**config.mk**
```make
export PLATFORM = sky130hd
export DESIGN_NAME = muldiv_unit
export DESIGN_NICKNAME = d
export VERILOG_FILES = /design/src/rtl/mips_pkg.sv /design/src/rtl/muldiv_step.sv /design/src/rtl/muldiv_unit.sv
export SDC_FILE = /design/constraint.sdc
export NUM_CORES = 1
export LEC_CHECK = 0
export CAP_MARGIN = 20
export CORE_UTILIZATION = 42
export CTS_CLUSTER_DIAMETER = 60
export DETAILED_ROUTE_END_ITERATION = 7
export DONT_BUFFER_PORTS = 1
export GPL_TIMING_DRIVEN = 0
export PLACE_DENSITY = 0.62
export SLEW_MARGIN = 0
export SYNTH_ARGS = -nofsm -noshare
export SYNTH_HDL_FRONTEND = slang
export SYNTH_SLANG_ARGS = --single-unit
```
**constraint.sdc**
```tcl
create_clock -name clk -period 5.7 [get_ports clk]
set_input_delay 0.57 -clock clk [delete_from_list [all_inputs] [get_ports clk]]
set_output_delay 0.57 -clock clk [all_outputs]
set_load 0.05 [all_outputs]
```
**src/rtl/mips_pkg.sv**
```systemverilog
// mips_pkg: shared encodings for the multiply/divide unit (op codes, FSM states, iteration count)
package mips_pkg;

    localparam logic [1:0] MD_MULT  = 2'b00;
    localparam logic [1:0] MD_MULTU = 2'b01;
    localparam logic [1:0] MD_DIV   = 2'b10;
    localparam logic [1:0] MD_DIVU  = 2'b11;

    localparam int MD_ITERS = 32;

    typedef enum logic [1:0] {
        IDLE = 2'b00,
        CALC = 2'b01,
        FIX  = 2'b10
    } md_state_t;

endpackage

```
**src/rtl/muldiv_step.sv**
```systemverilog
// muldiv_step: one combinational shift-add (multiply) or restoring-division step on a {upper, lower} accumulator
module muldiv_step #(
    parameter int WIDTH = 32
) (
    input  logic [2*WIDTH-1:0] acc_in,
    input  logic [WIDTH-1:0]   operand,
    input  logic               div_mode,
    output logic [2*WIDTH-1:0] acc_out
);

    logic [WIDTH:0] sum;
    logic [WIDTH:0] trial;

    // Multiply adds the multiplicand into the upper half and shifts right;
    // divide shifts the remainder left and keeps the trial difference if it did not borrow.
    always_comb begin
        sum     = {1'b0, acc_in[2*WIDTH-1:WIDTH]} + (acc_in[0] ? {1'b0, operand} : '0);
        trial   = acc_in[2*WIDTH-1:WIDTH-1] - {1'b0, operand};
        acc_out = div_mode ? (trial[WIDTH] ? {acc_in[2*WIDTH-2:0], 1'b0}
                                           : {trial[WIDTH-1:0], acc_in[WIDTH-2:0], 1'b1})
                           : {sum, acc_in[WIDTH-1:1]};
    end

endmodule

```
**src/rtl/muldiv_unit.sv**
```systemverilog
// muldiv_unit: iterative MULT/MULTU/DIV/DIVU into HI/LO; MULDIV_EARLY_OUT_EN lets multiplies finish once the multiplier is exhausted
module muldiv_unit
    import mips_pkg::*;
#(
    parameter int WIDTH = 32
) (
    input  logic             clk,
    input  logic             rst_n,
    input  logic             start,
    input  logic [1:0]       op,
    input  logic [WIDTH-1:0] operand_a,
    input  logic [WIDTH-1:0] operand_b,
    input  logic             hi_we,
    input  logic             lo_we,
    input  logic [WIDTH-1:0] wdata,
    output logic             busy,
    output logic             done,
    output logic [WIDTH-1:0] hi,
    output logic [WIDTH-1:0] lo
);

    md_state_t          state_q, state_d;
    logic [5:0]         cnt_q, cnt_d;
    logic [2*WIDTH-1:0] acc_q, acc_d, acc_step, prod_raw, prod;
    logic [WIDTH-1:0]   a_mag_q, a_mag_d, b_mag_q, b_mag_d;
    logic [WIDTH-1:0]   hi_q, hi_d, lo_q, lo_d;
    logic [WIDTH-1:0]   a_in_mag, b_in_mag, quo, rem;
    logic [1:0]         op_q, op_d;
    logic               sa_q, sa_d, sb_q, sb_d;
    logic               busy_q, busy_d, done_q, done_d;
    logic               in_signed, is_div;

    assign busy = busy_q;
    assign done = done_q;
    assign hi   = hi_q;
    assign lo   = lo_q;

    // Input magnitudes and sign-corrected results from the finished accumulator.
    always_comb begin
        in_signed = ~op[0];
        a_in_mag  = (in_signed && operand_a[WIDTH-1]) ? -operand_a : operand_a;
        b_in_mag  = (in_signed && operand_b[WIDTH-1]) ? -operand_b : operand_b;
        is_div    = op_q[1];
`ifdef MULDIV_EARLY_OUT_EN
        prod_raw  = acc_q >> (6'(MD_ITERS) - cnt_q);
`else
        prod_raw  = acc_q;
`endif
        prod      = (sa_q ^ sb_q) ? -prod_raw : prod_raw;
        quo       = (sa_q ^ sb_q) ? -acc_q[WIDTH-1:0] : acc_q[WIDTH-1:0];
        rem       = sa_q ? -acc_q[2*WIDTH-1:WIDTH] : acc_q[2*WIDTH-1:WIDTH];
    end

    muldiv_step #(.WIDTH(WIDTH)) u_step (
        .acc_in  (acc_q),
        .operand (is_div ? b_mag_q : a_mag_q),
        .div_mode(is_div),
        .acc_out (acc_step)
    );

    // Next-state and datapath control: launch, iterate, then sign-fix and commit to HI/LO.
    always_comb begin
        state_d = state_q;
        cnt_d   = cnt_q;
        acc_d   = acc_q;
        a_mag_d = a_mag_q;
        b_mag_d = b_mag_q;
        op_d    = op_q;
        sa_d    = sa_q;
        sb_d    = sb_q;
        hi_d    = hi_q;
        lo_d    = lo_q;
        busy_d  = busy_q;
        done_d  = 1'b0;
        case (state_q)
            IDLE: begin
                if (start) begin
                    state_d = CALC;
                    busy_d  = 1'b1;
                    cnt_d   = '0;
                    op_d    = op;
                    sa_d    = in_signed & operand_a[WIDTH-1];
                    sb_d    = in_signed & operand_b[WIDTH-1];
                    a_mag_d = a_in_mag;
                    b_mag_d = b_in_mag;
                    acc_d   = {{WIDTH{1'b0}}, op[1] ? a_in_mag : b_in_mag};
`ifdef MULDIV_EARLY_OUT_EN
                    if (!op[1] && b_in_mag[WIDTH-1:1] == '0) begin
                        state_d = FIX;
                        cnt_d   = 6'(MD_ITERS);
                        acc_d   = {{WIDTH{1'b0}}, b_in_mag[0] ? a_in_mag : '0};
                    end
`endif
                end else begin
                    hi_d = hi_we ? wdata : hi_q;
                    lo_d = lo_we ? wdata : lo_q;
                end
            end
            CALC: begin
                acc_d   = acc_step;
                cnt_d   = cnt_q + 6'd1;
                state_d = (cnt_q == 6'(MD_ITERS - 1)) ? FIX : CALC;
`ifdef MULDIV_EARLY_OUT_EN
                if (!is_div && (b_mag_q >> cnt_d) == '0) state_d = FIX;
`endif
            end
            FIX: begin
                hi_d    = is_div ? rem : prod[2*WIDTH-1:WIDTH];
                lo_d    = is_div ? ((b_mag_q == '0) ? '1 : quo) : prod[WIDTH-1:0];
                busy_d  = 1'b0;
                done_d  = 1'b1;
                state_d = IDLE;
            end
            default: state_d = IDLE;
        endcase
    end

    // State, operand latches, accumulator and HI/LO registers.
    always_ff @(posedge clk or negedge rst_n) begin
        if (!rst_n) begin
            state_q <= IDLE;
            cnt_q   <= '0;
            acc_q   <= '0;
            a_mag_q <= '0;
            b_mag_q <= '0;
            op_q    <= '0;
            sa_q    <= 1'b0;
            sb_q    <= 1'b0;
            hi_q    <= '0;
            lo_q    <= '0;
            busy_q  <= 1'b0;
            done_q  <= 1'b0;
        end else begin
            state_q <= state_d;
            cnt_q   <= cnt_d;
            acc_q   <= acc_d;
            a_mag_q <= a_mag_d;
            b_mag_q <= b_mag_d;
            op_q    <= op_d;
            sa_q    <= sa_d;
            sb_q    <= sb_d;
            hi_q    <= hi_d;
            lo_q    <= lo_d;
            busy_q  <= busy_d;
            done_q  <= done_d;
        end
    end

endmodule
```
; Word level (Yosys, flattened, before mapping)
; Cells that the tools add are included.
[word_totals]
register_bits = 206
inputBits = 103
output_inout_bits = 66
word_cells = 71
[classes]
addsub = 8
n_eq_ne = 7
muxes = 29
n_bitwise = 4
n_reduce_logical = 11
[ops]
columns = cell, n
row1 = $mux W32, 14
row2 = $mux W64, 4
row3 = $neg A32 Y32, 4
row4 = $pmux W32 S2, 2
row5 = $pmux W64 S2, 1
row6 = $neg A64 Y64, 1
row7 = $add A32 B33 Y33, 1
row8 = $sub A33 B32 Y33, 1
row9 = $logic_not A32 Y1, 1
row10 = $pmux W6 S2, 1
row11 = $ne A2 B2 Y1 const B, 4
row12 = $add A6 B1 Y6 const B, 1
row13 = $eq A6 B5 Y1 const B, 1
row14 = $mux W6, 1
row15 = $reduce_and A2 Y1, 3
row16 = $reduce_and A3 Y1, 2
row17 = $mux W2, 2
row18 = $pmux W2 S2, 1
row19 = $reduce_bool A2 Y1, 2
row20 = $and A1 B1 Y1, 2
row21 = $eq A2 B1 Y1 const B, 1
row22 = $eq A2 B2 Y1 const B, 1
row23 = $logic_and A1 B1 Y1, 2
row24 = $logic_not A2 Y1, 1
row25 = 4 further kinds, 5

; Logic depth before layout (Yosys ltp)
[depth]
depth_word = 6
ltp_mapped = 17
depth_no_buf = 14

; Modules after synthesis
; From an unflattened synthesis, not the netlist that was laid out.
[hier_totals]
hier_cells = 2010
area_unflattened_um2 = 16912.5
[by_module_without_submodules]
columns = mod, instances, cells_per_inst, area_each_um2, seq_area_each_um2
row1 = muldiv_unit, 1, 1322, 12091.6, 5129.9
row2 = muldiv_step, 1, 688, 4820.9, 0.0

; Worst setup path after synthesis
; Ideal clock, no wire load.
[synth_timing]
path_kind = reg-to-reg
start = register op_q[1]
end = register acc_q[61]
setup_ps = 135
t_arrival_ps = 4409
required_time_ps = 5565
slack_ps = 1156
path_stages_with_launch = 18
path_buffers = 6
period_less_slack_ps = 4544
cell_sequence = dfrtp_1 > clkbuf_1 > clkbuf_1 > clkbuf_1 > buf_1 > mux2i_1 > ha_1 > clkbuf_1 > a21oi_1 > o21ai_0 > o311ai_1 > a21oi_1 > nor4b_2 > xnor2_2 > clkbuf_1 > nor2_1 > a221oi_1 > o31ai_1
[synth_via]
elab_chain_cells = 5
word_cells_on_any_way = 7
cone_classes = add/sub: 2 / mux: 5
[synth_lines]
columns = element, line_no
row1 = start: declaration, muldiv_unit.sv:28  ; logic [1:0] op_q, op_d;
row2 = start signal: assignment, muldiv_unit.sv:139  ; op_q <= op_d;
row3 = $mux W32, muldiv_unit.sv:56  ; .operand (is_div ? b_mag_q : a_mag_q),
row4 = $mux W32 or $sub A33 B32 Y33 (tied branches), "muldiv_step.sv:17, muldiv_step.sv:18"
row5 = $add A32 B33 Y33 or $mux W64 (tied branches), "muldiv_step.sv:17, muldiv_step.sv:19"
row6 = $mux W64 *, muldiv_step.sv:19  ; acc_out = div_mode ? (trial[WIDTH] ? {acc_in[2*WIDTH-2:0], 1'b0}
row7 = $pmux W64 S2 *, muldiv_unit.sv:75  ; case (state_q)
row8 = end signal: assignment, muldiv_unit.sv:123  ; acc_q <= '0;
row9 = end signal: assignment, muldiv_unit.sv:136  ; acc_q <= acc_d;
row10 = end: declaration, muldiv_unit.sv:24  ; logic [2*WIDTH-1:0] acc_q, acc_d, acc_step, prod_raw, prod;
; Mark *: on every way between the ends. The rest lies on a longest branch, timed or not.
; A chain may end at the register's enable or synchronous reset.

; Worst setup path in the final report
; Ends and elaborated chain as after synthesis.

==> results.md <==
* Ratio of cells with drive above 1 in the final layout at 0.0487
* Layout fillers at 3,891
* Slowest cell on the critical path: o31ai_1
* Final instance area at 18,300 um2
* Row cnt at 72
* Routed length per instance at 24.0 um
* Inserted Clock Buffers at 28
* Distinct cells, synth at 86
* Top cells by area, synth: dfrtp_1 31%, mux2i_1 6.7%, o21ai_0 6.3%, xnor2_1 5.8%, nand2_1 5.7%
* Clock Sinks at 205
* Pleak at 0.00764 uW
* Buf/Inv on CP at 3
* Sequential-to-total area share from yosys stat at 0.310
* Tmin final at 5590 ps
* Global-route wire length before repair at 95,300 um
* Critical Path Fanout Max at 10
* HP Class: in2async
* Final Wtd Congestion at 1.02
* Via count at 16,500
* Critical path type: reg2reg
* Async S/R FF share, synth at 1.00
* Max stage delay on crit path at 730 ps
* Worst path cell trace: clkbuf_2 > clkbuf_2 > clkbuf_4 > mux2i_1 > nor2_1 > ha_1 > nor2b_1 > o31ai_1 > a2111oi_4 > nor3b_1 > o21ai_1 > a31oi_1 > xnor2_1 > a221oi_1 > o31ai_1
* Yosys top cell by area: dfrtp_1
* Hold slack at -31.9 ps
* CTS clock-pin slew for the worst setup and hold paths at 60 ps
* Synthesis-to-finish area growth at 10.5%
* Num ports at 169
* Violated checks: negative hold slack
* Post-synthesis cell area at 16,500 um2
* Multi-input combinational cell area at 10,800 um2
* Syn Nets at 2,237
* Synth Register Bits at 205
* Syn Area/Cell at 8.02 um2
* Maxcap violations at 0
* Clk_lat worst skew at 580 ps
* DR vias/cell at 6.25
* Drt total wl at 63,300 um
* Drt pass-1 iters at 5
* Postcts setup bufs at 0
* Power density cells at 771 nW/um2
* Final setup vio count at 0
* Clock Tree Buf Depth at 3
* Reg area at 5130 um2
* Root buffer cell: clkbuf_16
* Max Slew Vio Count at 0
* Die Height at 200 um
* Antenna violations before repair at 1
* Synth warn at 0
* Outcome: finished, violations left
* Setup crit end kind: flop
* Die X at 200 um
* Count leader, synth: nand2_1
* Pin count of the biggest net entering global routing at 206
* Placed cell area at 17,200 um2
* Crit path max-delay family: compound AO/OA/AOI/OAI gates
* Vias in the first global route at 15,700
* Fmax at 179 MHz
* CP Data Required Time at 6150 ps
* VDD IR max at 314 uV
* Final hold vios at 8
* Congestion Overflow GR at 0
* Synth Flop Type: dfrtp_1
* Die area at 40,200 um2
* TritonCTS clock tree: yes
* CP Launch Type: flop
* Worst-Margin Slew at 1270 ps
* Syn Inst Count at 2,062
* DR iter-0 viols at 1,737
* # DRC at 0
* Critical path data arrival time at 6030 ps
* Max H-tree Level at 1
* Post-route clock period utilization at 0.980
* EDFF count, synth at 0
* DP HPWL at 49,800 um
* Share of the synthesized area in the top cell type at 0.310
* GRT Overall Usage at 0.306
* Clock Skew at 36.9 ps
* Most frequent cells after synthesis: 249 x nand2_1, 208 x o21ai_0, 205 x dfrtp_1
* RSZ-0062 raised after global routing: false
* N_diodes at 0
* ANT nets after route at 0
* Worst slew margin relative to its limit at 0.156
* Starting Density at 0.427
* Port Buffer Count at 0
* Final core occ at 0.471
* Nets at 2,269
* Core area at 38,700 um2
==> where the power goes <==
| part | leakage (uW) | switching (uW) | internal (uW) | total (uW) |
|---|---|---|---|---|
| combinational | 0.00462 | 5310 | 3280 | 8590 |
| clock | 0.000473 | 749 | 1100 | 1850 |
| sequential | 0.00255 | 1500 | 2120 | 3630 |
==> cells in the final DEF (no fill, tap or decap), drive strengths merged, types with 12 or more instances in the layout <==
cell type	count
and3	12
buf	12
a22oi	19
nand3	27
nor4	24
o211ai	14
nand2	250
nor2b	12
o22ai	37
ha	70
and2	15
dfrtp	205
a211oi	20
xor2	63
o21ai	239
mux2i	111
nor3	41
o31ai	24
a21oi	155
or3	28
a21o	32
nand2b	24
or4	18
xnor2	110
inv	55
clkbuf	155
nor2	171
a31oi	28
==> worst paths after layout <==
check / from / end / slack [ps] / depth (start not counted)
max: op_q[1] / acc_q[61] / 110 / 15
min: rst_n / lo[25] / -30 / 1
max reg2reg: op_q[1] / acc_q[61] / 110 / 15
min reg2reg: a_mag_q[5] / a_mag_q[5] / 480 / 2
max in group asynchronous: rst_n / acc_q[41] / 4640 / 1
min in group clk: wdata[26] / hi[26] / 130 / 2
==> routing by layer <==
layer  share of wire  up-vias  GRT usage
met3           0.080      143     0.0568
met2            0.44      758      0.474
li1                -     7555          -
met1            0.43     8008      0.413
met5               0        -          0
met4           0.048        0      0.140
==> sequential cells by signal (all words and copies together) (netlist names) <==
| name | count |
|---|---|
| a_mag_q | 32 |
| acc_q | 64 |
| b_mag_q | 32 |
| busy | 1 |
| cnt_q | 6 |
| done | 1 |
| hi | 32 |
| lo | 32 |
| op_q | 1 |
| sa_q | 1 |
| sb_q | 1 |
| state_q | 2 |
==> per-stage QoR <==
step	hold WS, ps	setup TNS [ps]	std cells	setup WS [ps]	power (uW)
final	-31.9	0	2633	114	14100
after global routing	136	0	2633	100	14900
after CTS	111	0	2632	9.41	13800
after detailed placement	280	-24600	2580	-925	11900
after global placement	280	-23270	2580	-899	11800
after floorplan	274	0	2062	1160	9430
==> layout make-up <==
type,count,share of cell area
multi-input combinational,1677,0.590
sequential,205,0.281
clock buffer,35,0.0420
tap,518,0.0355
buffer,129,0.0280
clock inverter,16,0.0109
inverter,50,0.0103
timing repair buffer,3,0.00233
==> repair_timing <==
item                                    4_1_cts  5_1_grt
endpoints found under the hold margin       205        0
resized for setup                            13       13
endpoints found under the setup margin       33       33
hold buffers                                  1        0
cloned                                        0        0
pin swaps                                     0        0
==> cells by family after synthesis <==
family / share of synthesized area
multiplexers: 0.0720
buffers and inverters: 0.0411
flip-flops: 0.310
adder cells (fa/ha/maj): 0.0554
AND/OR/NAND/NOR: 0.190
XOR/XNOR: 0.0921
AO/OA/AOI/OAI: 0.239
(Power assumes the default switching activity.)
